<file path="config.mk">
export PLATFORM = sky130hd
export DESIGN_NAME = apx_adder_driver_flat
export DESIGN_NICKNAME = d
export VERILOG_FILES = /design/src/rtl/apx_float_pkg.sv /design/src/rtl/apx_adder_driver_if.sv /design/src/rtl/hs_timeout.sv /design/src/rtl/apx_adder_driver.sv /design/src/flat_wrapper.sv
export SDC_FILE = /design/constraint.sdc
export NUM_CORES = 1
export LEC_CHECK = 0
export BUFFER_PORTS_ARGS = -buffer_cell sky130_fd_sc_hd__buf_2
export CORE_ASPECT_RATIO = 1.5
export CORE_MARGIN = 3
export CORE_UTILIZATION = 50
export CTS_BUF_LIST = sky130_fd_sc_hd__clkbuf_4
export CTS_CLUSTER_DIAMETER = 40
export DETAILED_ROUTE_END_ITERATION = 8
export GPL_TIMING_DRIVEN = 0
export PLACE_DENSITY_LB_ADDON = 0.2
export SYNTH_ARGS = -nofsm -noshare
export SYNTH_HDL_FRONTEND = slang
export SYNTH_HIERARCHICAL = 1
export SYNTH_SLANG_ARGS = --single-unit
</file>
<file path="constraint.sdc">
create_clock -name clk -period 3.55 [get_ports clk]
set_clock_uncertainty 0.15 [all_clocks]
set_input_delay 0.5325 -clock clk [delete_from_list [all_inputs] [get_ports clk]]
set_output_delay 0.5325 -clock clk [all_outputs]
set_load 0.01 [all_outputs]
</file>
<file path="src/rtl/apx_float_pkg.sv">
// Shared definitions for the adder driver: float field widths, count width
// and the driver state encoding.
package apx_float_pkg;

    localparam int SIGN_W  = 1;
    localparam int EXP_W   = 8;
    localparam int MANT_W  = 23;
    localparam int FLOAT_W = SIGN_W + EXP_W + MANT_W;
    localparam int CNT_W   = 16;

    typedef logic [FLOAT_W-1:0] float_word_t;

    typedef struct packed {
        logic [SIGN_W-1:0] sign;
        logic [EXP_W-1:0]  exponent;
        logic [MANT_W-1:0] mantissa;
    } float_t;

    typedef enum logic [2:0] {
        ST_IDLE    = 3'd0,
        ST_SEND    = 3'd1,
        ST_WAIT_Z  = 3'd2,
        ST_ACK_Z   = 3'd3,
        ST_DELIVER = 3'd4
    } drv_state_t;

    // View a raw 32-bit word as its IEEE-754 single-precision fields.
    function automatic float_t to_float(input float_word_t w);
        return float_t'(w);
    endfunction

endpackage

</file>
<file path="src/rtl/apx_adder_driver_if.sv">
// Handshake bundle between the upstream pair source, the adder and the
// downstream result sink. master = the driver, slave = its environment.
interface apx_adder_driver_if;
    import apx_float_pkg::*;

    float_word_t      pair_a;
    float_word_t      pair_b;
    logic             pair_stb;
    logic             pair_ack;

    float_word_t      input_a;
    float_word_t      input_b;
    logic             input_a_stb;
    logic             input_b_stb;
    logic             input_a_ack;
    logic             input_b_ack;

    float_word_t      output_z;
    logic             output_z_stb;
    logic             output_z_ack;

    float_word_t      res_z;
    logic             res_stb;
    logic             res_ack;

    logic [CNT_W-1:0] pair_cnt;
    logic             timeout_err;

    modport master (
        input  pair_a, pair_b, pair_stb,
        input  input_a_ack, input_b_ack,
        input  output_z, output_z_stb,
        input  res_ack,
        output pair_ack,
        output input_a, input_b, input_a_stb, input_b_stb,
        output output_z_ack,
        output res_z, res_stb,
        output pair_cnt, timeout_err
    );

    modport slave (
        output pair_a, pair_b, pair_stb,
        output input_a_ack, input_b_ack,
        output output_z, output_z_stb,
        output res_ack,
        input  pair_ack,
        input  input_a, input_b, input_a_stb, input_b_stb,
        input  output_z_ack,
        input  res_z, res_stb,
        input  pair_cnt, timeout_err
    );

endinterface

</file>
<file path="src/rtl/hs_timeout.sv">
// Cycle counter bounding how long the driver may wait on the adder.
// expired_o is high during the last permitted waiting cycle, so the abort
// edge lands exactly TIMEOUT_CYCLES cycles after the counter was cleared.
module hs_timeout #(
    parameter int TIMEOUT_CYCLES = 1023
) (
    input  logic clk,
    input  logic rst_n,
    input  logic run_i,
    input  logic clr_i,
    output logic expired_o
);

    localparam int CW = $clog2(TIMEOUT_CYCLES + 1);
    localparam logic [CW-1:0] LAST = CW'(TIMEOUT_CYCLES - 1);

    logic [CW-1:0] cnt_q;
    logic [CW-1:0] cnt_d;

    // Clear wins over counting; hold when not waiting.
    always_comb begin
        cnt_d = cnt_q;
        if (clr_i) begin
            cnt_d = '0;
        end else if (run_i) begin
            cnt_d = cnt_q + CW'(1);
        end
    end

    // Counter register.
    always_ff @(posedge clk or negedge rst_n) begin
        if (!rst_n) begin
            cnt_q <= '0;
        end else begin
            cnt_q <= cnt_d;
        end
    end

    assign expired_o = run_i && (cnt_q == LAST);

endmodule

</file>
<file path="src/rtl/apx_adder_driver.sv">
// Feeds operand pairs into a stb/ack floating-point adder, collects the sum
// and hands it downstream. Aborts with a sticky flag if the adder stalls.
module apx_adder_driver
    import apx_float_pkg::*;
#(
    parameter int TIMEOUT_CYCLES = 1023
) (
    input  logic                 clk,
    input  logic                 rst,
    apx_adder_driver_if.master   bus
);

    drv_state_t       state_q;
    float_word_t      input_a_q;
    float_word_t      input_b_q;
    float_word_t      res_z_q;
    logic             input_a_stb_q;
    logic             input_b_stb_q;
    logic             output_z_ack_q;
    logic             res_stb_q;
    logic             pair_ack_q;
    logic             timeout_err_q;
    logic [CNT_W-1:0] pair_cnt_q;

    logic pair_xfer;
    logic a_xfer;
    logic b_xfer;
    logic send_done;
    logic tmo_run;
    logic tmo_clr;
    logic tmo_expired;

    assign pair_xfer = (state_q == ST_IDLE) && pair_ack_q && bus.pair_stb;
    assign a_xfer    = input_a_stb_q && bus.input_a_ack;
    assign b_xfer    = input_b_stb_q && bus.input_b_ack;
    // SEND is finished once every operand still outstanding is taken this edge.
    assign send_done = (state_q == ST_SEND)
                     && (!input_a_stb_q || bus.input_a_ack)
                     && (!input_b_stb_q || bus.input_b_ack);

    // Counter runs only while waiting on the adder; it is held at zero
    // elsewhere and re-cleared on the SEND -> WAIT_Z transition.
    assign tmo_run = (state_q == ST_SEND) || (state_q == ST_WAIT_Z);
    assign tmo_clr = send_done || !tmo_run;

    hs_timeout #(
        .TIMEOUT_CYCLES (TIMEOUT_CYCLES)
    ) u_timeout (
        .clk       (clk),
        .rst_n     (rst),
        .run_i     (tmo_run),
        .clr_i     (tmo_clr),
        .expired_o (tmo_expired)
    );

    // Transaction FSM; every output is a register updated here.
    always_ff @(posedge clk or negedge rst) begin
        if (!rst) begin
            state_q        <= ST_IDLE;
            input_a_q      <= '0;
            input_b_q      <= '0;
            res_z_q        <= '0;
            input_a_stb_q  <= 1'b0;
            input_b_stb_q  <= 1'b0;
            output_z_ack_q <= 1'b0;
            res_stb_q      <= 1'b0;
            pair_ack_q     <= 1'b0;
            timeout_err_q  <= 1'b0;
            pair_cnt_q     <= '0;
        end else begin
            case (state_q)
                ST_IDLE: begin
                    pair_ack_q <= !pair_xfer;
                    if (pair_xfer) begin
                        input_a_q     <= bus.pair_a;
                        input_b_q     <= bus.pair_b;
                        input_a_stb_q <= 1'b1;
                        input_b_stb_q <= 1'b1;
                        state_q       <= ST_SEND;
                    end
                end
                ST_SEND: begin
                    if (a_xfer) input_a_stb_q <= 1'b0;
                    if (b_xfer) input_b_stb_q <= 1'b0;
                    // Progress on the final edge takes priority over abort.
                    if (send_done) begin
                        state_q <= ST_WAIT_Z;
                    end else if (tmo_expired) begin
                        input_a_stb_q  <= 1'b0;
                        input_b_stb_q  <= 1'b0;
                        output_z_ack_q <= 1'b0;
                        timeout_err_q  <= 1'b1;
                        pair_ack_q     <= 1'b1;
                        state_q        <= ST_IDLE;
                    end
                end
                ST_WAIT_Z: begin
                    if (bus.output_z_stb) begin
                        res_z_q        <= bus.output_z;
                        output_z_ack_q <= 1'b1;
                        state_q        <= ST_ACK_Z;
                    end else if (tmo_expired) begin
                        input_a_stb_q  <= 1'b0;
                        input_b_stb_q  <= 1'b0;
                        output_z_ack_q <= 1'b0;
                        timeout_err_q  <= 1'b1;
                        pair_ack_q     <= 1'b1;
                        state_q        <= ST_IDLE;
                    end
                end
                ST_ACK_Z: begin
                    output_z_ack_q <= 1'b0;
                    res_stb_q      <= 1'b1;
                    state_q        <= ST_DELIVER;
                end
                ST_DELIVER: begin
                    if (bus.res_ack) begin
                        res_stb_q  <= 1'b0;
                        pair_cnt_q <= pair_cnt_q + CNT_W'(1);
                        pair_ack_q <= 1'b1;
                        state_q    <= ST_IDLE;
                    end
                end
                default: begin
                    input_a_stb_q  <= 1'b0;
                    input_b_stb_q  <= 1'b0;
                    output_z_ack_q <= 1'b0;
                    res_stb_q      <= 1'b0;
                    pair_ack_q     <= 1'b0;
                    state_q        <= ST_IDLE;
                end
            endcase
        end
    end

    assign bus.pair_ack     = pair_ack_q;
    assign bus.input_a      = input_a_q;
    assign bus.input_b      = input_b_q;
    assign bus.input_a_stb  = input_a_stb_q;
    assign bus.input_b_stb  = input_b_stb_q;
    assign bus.output_z_ack = output_z_ack_q;
    assign bus.res_z        = res_z_q;
    assign bus.res_stb      = res_stb_q;
    assign bus.pair_cnt     = pair_cnt_q;
    assign bus.timeout_err  = timeout_err_q;

endmodule

</file>
<file path="src/flat_wrapper.sv">
// flat-port wrapper written by rule: the top's interface ports become plain ports
module apx_adder_driver_flat import apx_float_pkg::*;
#(
    parameter int TIMEOUT_CYCLES = 1023
)
  (clk, rst, bus_pair_a, bus_pair_b, bus_pair_stb, bus_input_a_ack, bus_input_b_ack, bus_output_z, bus_output_z_stb, bus_res_ack, bus_pair_ack, bus_input_a, bus_input_b, bus_input_a_stb, bus_input_b_stb, bus_output_z_ack, bus_res_z, bus_res_stb, bus_pair_cnt, bus_timeout_err);
  apx_adder_driver_if bus_i ();
  input  logic clk;
  input  logic rst;
  input wire logic [$bits(bus_i.pair_a)-1:0] bus_pair_a;
  input wire logic [$bits(bus_i.pair_b)-1:0] bus_pair_b;
  input wire logic [$bits(bus_i.pair_stb)-1:0] bus_pair_stb;
  input wire logic [$bits(bus_i.input_a_ack)-1:0] bus_input_a_ack;
  input wire logic [$bits(bus_i.input_b_ack)-1:0] bus_input_b_ack;
  input wire logic [$bits(bus_i.output_z)-1:0] bus_output_z;
  input wire logic [$bits(bus_i.output_z_stb)-1:0] bus_output_z_stb;
  input wire logic [$bits(bus_i.res_ack)-1:0] bus_res_ack;
  output wire logic [$bits(bus_i.pair_ack)-1:0] bus_pair_ack;
  output wire logic [$bits(bus_i.input_a)-1:0] bus_input_a;
  output wire logic [$bits(bus_i.input_b)-1:0] bus_input_b;
  output wire logic [$bits(bus_i.input_a_stb)-1:0] bus_input_a_stb;
  output wire logic [$bits(bus_i.input_b_stb)-1:0] bus_input_b_stb;
  output wire logic [$bits(bus_i.output_z_ack)-1:0] bus_output_z_ack;
  output wire logic [$bits(bus_i.res_z)-1:0] bus_res_z;
  output wire logic [$bits(bus_i.res_stb)-1:0] bus_res_stb;
  output wire logic [$bits(bus_i.pair_cnt)-1:0] bus_pair_cnt;
  output wire logic [$bits(bus_i.timeout_err)-1:0] bus_timeout_err;
  assign bus_i.pair_a = bus_pair_a;
  assign bus_i.pair_b = bus_pair_b;
  assign bus_i.pair_stb = bus_pair_stb;
  assign bus_i.input_a_ack = bus_input_a_ack;
  assign bus_i.input_b_ack = bus_input_b_ack;
  assign bus_i.output_z = bus_output_z;
  assign bus_i.output_z_stb = bus_output_z_stb;
  assign bus_i.res_ack = bus_res_ack;
  assign bus_pair_ack = bus_i.pair_ack;
  assign bus_input_a = bus_i.input_a;
  assign bus_input_b = bus_i.input_b;
  assign bus_input_a_stb = bus_i.input_a_stb;
  assign bus_input_b_stb = bus_i.input_b_stb;
  assign bus_output_z_ack = bus_i.output_z_ack;
  assign bus_res_z = bus_i.res_z;
  assign bus_res_stb = bus_i.res_stb;
  assign bus_pair_cnt = bus_i.pair_cnt;
  assign bus_timeout_err = bus_i.timeout_err;
  apx_adder_driver #(.TIMEOUT_CYCLES(TIMEOUT_CYCLES)) u_core (.clk(clk), .rst(rst), .bus(bus_i));
endmodule
</file>
Word level (Yosys, flattened, before mapping)
Cells that the tools add are included.
- register bits: 131
- reductions and logical operators: 30
- equal/unequal tests: 10
- multiplexer cells: 34
- add/subtract/negate cells: 2
- bitwise operators: 4
- operators with widths (operator ; count):
    1-bit two-way mux ; 20
    10-bit two-way mux ; 2
    16-bit by 1-bit adder with 16-bit output, second input constant ; 1
    3-bit two-way mux ; 5
    3-bit case mux with 5 select lines ; 1
    2-bit AND reduction ; 6
    10-bit by 1-bit adder with 10-bit output, second input constant ; 1
    10-bit equality test, second input constant ; 1
    1-bit case mux with 4 select lines ; 2
    4-bit AND reduction ; 2
    1-bit logical AND ; 7
    3-bit by 2-bit equality test with 1-bit output, second input constant ; 2
    2-bit inequality test, second input constant ; 3
    1-bit case mux with 3 select lines ; 2
    1-bit case mux with 5 select lines ; 1
    1-bit logical NOT ; 4
    1-bit logical OR ; 4
    2-bit by 1-bit inequality test with 1-bit output, second input constant ; 2
    1-bit NOT ; 4
    2-bit nonzero test ; 2
    2-bit OR reduction ; 2
    3-bit by 1-bit equality test with 1-bit output, second input constant ; 1
    3-bit equality test, second input constant ; 1
    3-bit logical NOT ; 1
    other kinds (3) ; 3

Logic depth before layout (Yosys ltp)
- depth in word-level cells: 6
- gate-level depth with buffers: 11
- mapped depth without buffers: 8

By module
Netlist, hierarchy kept.
- modules (own cells, without submodules) (module ; seq. area each (um2) ; times used ; area an instance (um2) ; cells an instance):
    apx_adder_driver ; 3027.9 ; 1 ; 4819.6 ; 329
    hs_timeout ; 250.2 ; 1 ; 524.3 ; 52

Least setup slack after synthesis
No wires, ideal clock.
- path kind: reg-to-reg
- start point: register u_core.state_q[0]
- end point: register u_core.input_a_stb_q, in the netlist u_core/bus.input_a_stb
- cell stages (with the launch flop): 12
- data arrival time: 2.308 ns
- path buffers: 3
- path slack: 0.970 ns
- setup time: 0.122 ns
- cell sequence: dfrtp_1 > clkbuf_1 > clkbuf_1 > nand2b_1 > a21oi_1 > buf_2 > nand3_1 > nor3_1 > nor3b_1 > o32ai_1 > o21ai_0 > nand2b_1
- cells in the longest elaborated chain, start to end: 6
- elaborated cells on any way between the ends: 20
- those cells by class: eq/ne (7); mux (3); bitwise (1); reduce/logical (9)
- ends and longest elaborated chain (item ; RTL line ; RTL):
    start, declared ; apx_adder_driver.sv:13 ; drv_state_t state_q;
    start signal, assigned ; apx_adder_driver.sv:59 ; state_q <= ST_IDLE;
    start signal, assigned ; apx_adder_driver.sv:79 ; state_q <= ST_SEND;
    start signal, assigned ; apx_adder_driver.sv:87 ; state_q <= ST_WAIT_Z;
    3-bit by 1-bit equality test with 1-bit output / 3-bit by 2-bit equality test with 1-bit output (equally long branches) ; apx_adder_driver.sv:43 ; assign tmo_run = (state_q == ST_SEND) || (state_q == ST_WAIT_Z);
    1-bit logical OR * ; apx_adder_driver.sv:43 ;
    via u_core.tmo_run ; apx_adder_driver.sv:29 ; logic tmo_run;
    1-bit logical AND * ; hs_timeout.sv:39 ; assign expired_o = run_i && (cnt_q == LAST);
    via u_core.tmo_expired ; apx_adder_driver.sv:31 ; logic tmo_expired;
    1-bit two-way mux ; apx_adder_driver.sv:88 ; end else if (tmo_expired) begin
    1-bit two-way mux ; apx_adder_driver.sv:86 ; if (send_done) begin
    1-bit case mux with 4 select lines ; apx_adder_driver.sv:71 ; case (state_q)
    end signal, assigned ; apx_adder_driver.sv:77 ; input_a_stb_q <= 1'b1;
    end signal, assigned ; apx_adder_driver.sv:83 ; if (a_xfer) input_a_stb_q <= 1'b0;
    end signal, assigned ; apx_adder_driver.sv:89 ; input_a_stb_q <= 1'b0;
    end, declared ; apx_adder_driver.sv:17 ; logic input_a_stb_q;
The timed path passes the listed nets; every way through them passes the cells marked *.
A chain may end at the register's enable or synchronous reset.

Worst setup path in the final report
Ends and elaborated chain as after synthesis.

==> run metrics <==
routing usage on met1=22.93%; Async SR Flop Fraction=100.0%; outcome=finished, final reports clean; max frequency=0.3166 GHz; DPL Wire Length=9426 µm; worst-margin pin slew=0.8325 ns; worst-skew pair later-pin latency=0.51 ns; initial antenna violation count=2; first-pass GRT wire length=20,220 µm; Post-Syn Nets=487; met2 Usage GRT=38.17%; share of the synthesized area in the top cell type=61.34%; Peak VDD IR=511.6 µV; Yosys reg bits=131; antenna viol nets, final=0; Mapped Cells=381; Final GP Congestion=0.8385; Pre-antenna DRT Iters=6; vias per std cell=5.180; CP Max Fanout=10; total wire length=12,350 µm; Die Wd=90.41 µm; Synth area leaders=dfrtp_1 61%, mux2_2 20%, xnor2_1 1.8%; Cell Area, Synth=0.005344 mm²; Final Critical Period=3.158 ns; syn avg cell area=14.03 µm²; Core Area=0.01030 mm²; RSZ-0062 raised after global routing=false; CTS tree=built; Critical-path top delay cell=nor3_1; Synth Area in Adders=0.7024%; Layout area overhead=31.07%; period utilization=88.96%; Total Die Area=0.01199 mm²; Worst-path clk slew=0.13 ns; row cnt=45; Sink Count=131; Critical Path, Cell by Cell=clkbuf_1 > clkbuf_1 > nand2b_1 > a21oi_1 > buf_2 > nand3_1 > nor3_1 > nor3b_1 > o32ai_1 > o21ai_0 > nand2b_1; simple-gate share of the synthesized area=8.476%; fill count=809; relative slew slack=44.08%; Post-Layout Cell Count=777; mux share of post-synthesis cell area=20.44%; post-synth cell types=43; clock buffer depth=2; grt peak-use layer=met2; setup TNS=0 ns; Post-Synth XOR/XNOR Area=3.114%; EDFF count, synth=0; Cell Pwr Density=845.5 mW/mm²; Synth Area in Compound Gates=3.863%; GR Overflow Total=0; Fin. Hold Viols=0; port bufs=220; DP Cell Count=743; Ports=221; Worst path max stage delay=0.68 ns; hold slack=0.08757 ns; Main synth FF type=dfrtp_1; Yosys top cell by area=dfrtp_1; Final setup viols=0; Final Max Tran Viols=0; leakage=3.434 nW; HP Class=in -> reg; CP arrival=3.42 ns; Initial Util=51.86%; met3 usage=7.793%; fin nets=728; largest family of logic cells by synthesized area=multiplexers; Total GRT Usage=21.36%; Yosys Warn Count=6; Max Cap Violations=0; largest net degree at the start of global routing=78; DRC violations left=0; via count=4,025; CTS root buf=clkbuf_4; CTS buffer count=17; critical path type=reg -> reg; post-synthesis sequential area ratio=61.34%; Die H=132.6 µm; Critical Path Source Type=flip-flop; WL/cell=15.90 µm; Initial DRC Count=175; H-tree Lvls=4; CP endpoint kind=flip-flop; layout cell share with drive strength beyond 1=57.95%; vias in the first global route=4,233; CP required=3.81 ns
-- where the power goes --
| group | total, mW | internal [mW] | leakage, nW | switching, mW |
|---|---|---|---|---|
| Clock | 1.13 | 0.565 | 0.168 | 0.568 |
| Sequential | 2.46 | 2.12 | 1.60 | 0.338 |
| Combinational | 2.33 | 1.20 | 1.67 | 1.13 |
-- cells by family (layout without fill, tap and decap cells) --
kind of cell | count (synthesis) | after routing
adders and majority gates | 3 | 3
xor gates and xnor gates | 19 | 19
buffers and inverters | 21 | 275
DFF | 131 | 131
and+or+nand+nor | 78 | 78
other | 0 | 1
AOI/OAI and AO/OA | 32 | 32
muxes | 97 | 97
-- cells in the mapped netlist (all sizes together), types with 7 or more instances --
cell and n:
xor2 8, nor2 15, buf 12, dfrtp 131
nand3 7, and3 7, nand2 11, xnor2 11
mux2 97, o21ai 8, nand4 7, a21oi 10
-- final timing paths --
check / cells after the start / from / slack, ns / end
max: 11 / u_core/state_q[0]$_DFFE_PN0P_ / 0.39 / u_core/bus.input_a_stb$_DFFE_PN0P_
min: 2 / bus_output_z[17] / 0.09 / u_core/bus.res_z[17]$_DFFE_PN0P_
max reg2reg: 11 / u_core/state_q[0]$_DFFE_PN0P_ / 0.39 / u_core/bus.input_a_stb$_DFFE_PN0P_
min reg2reg: 1 / u_core/bus.pair_cnt[15]$_DFFE_PN0P_ / 0.33 / u_core/bus.pair_cnt[15]$_DFFE_PN0P_
max in group asynchronous: 3 / rst / 2.14 / u_core/bus.input_b[5]$_DFFE_PN0P_
min in group asynchronous: 2 / rst / 0.37 / u_core/bus.res_z[16]$_DFFE_PN0P_
-- per-layer routing --
layer  vias to the layer above  routed length (µm)
li1                       1861                   -
met1                      1976                4441
met2                       166                6721
met3                        20                 982
met4                         2                 199
met5                         -                   7
-- per-stage QoR --
stage,util (%),instance area [µm²],worst slack [ns],total power [mW]
after floorplan,-,5344,0.9703,3.867
after global placement,64.26,6621,0.1789,4.753
after detailed placement,64.59,6655,0.4624,4.852
after CTS,67.95,7002,0.4167,5.999
after global routing,67.98,7004,0.1432,6.312
final,67.98,7004,0.3918,5.922
-- sequential cells by signal (all words and copies together) (netlist names) --
signal	count
u_core/bus.input_a	32
u_core/bus.res_z	32
u_core/bus.pair_cnt	16
u_core/bus.res_stb	1
u_core/state_q	3
u_core/bus.pair_ack	1
u_core/bus.timeout_err	1
u_core/bus.input_b	32
u_core/u_timeout/cnt_q	10
u_core/bus.input_b_stb	1
u_core/bus.output_z_ack	1
u_core/bus.input_a_stb	1
-- worst max-delay path: cells and delay by family, from the launching register on --
| family | cells | cell delay [ns] |
|---|---|---|
| flip-flops | 1 | 0.37 |
| AO/OA/AOI/OAI | 3 | 0.50 |
| buffers and inverters | 3 | 0.66 |
| AND/OR/NAND/NOR | 5 | 1.37 |
-- repair_timing --
item                                   4_1_cts  5_1_grt
setup buffers                                0        0
gates resized for setup                      0        0
endpoints found under the hold margin       54        0
hold buffers                                 1        0
-- layout make-up --
| cell class | instances | area, µm² | area share (%) |
|---|---|---|---|
| multi-input combinational | 229 | 1956 | 27.92 |
| timing repair buffer | 222 | 1145 | 16.35 |
| antenna | 1 | 2.502 | 0.03573 |
| clock inverter | 15 | 209.0 | 2.983 |
| inverter | 4 | 15.01 | 0.2144 |
| buffer | 17 | 95.09 | 1.358 |
| sequential | 131 | 3278 | 46.80 |
| tap | 141 | 176.4 | 2.519 |
| clock buffer | 17 | 127.6 | 1.822 |
-- placed cells by master (no fill, tap or decap), types with 5 or more instances in the layout --
cell and n:
mux2_2 97, nand3_1 6, xnor2_1 11, a21oi_1 10, dfrtp_1 131, and3_1 7
nand2_1 11, buf_2 226, nor2_1 15, xor2_1 8, clkinv_4 6, o21ai_0 8
clkbuf_4 17, nand2b_1 5, nand4_1 7, clkbuf_1 5
Power figures use the tool's default switching activity.
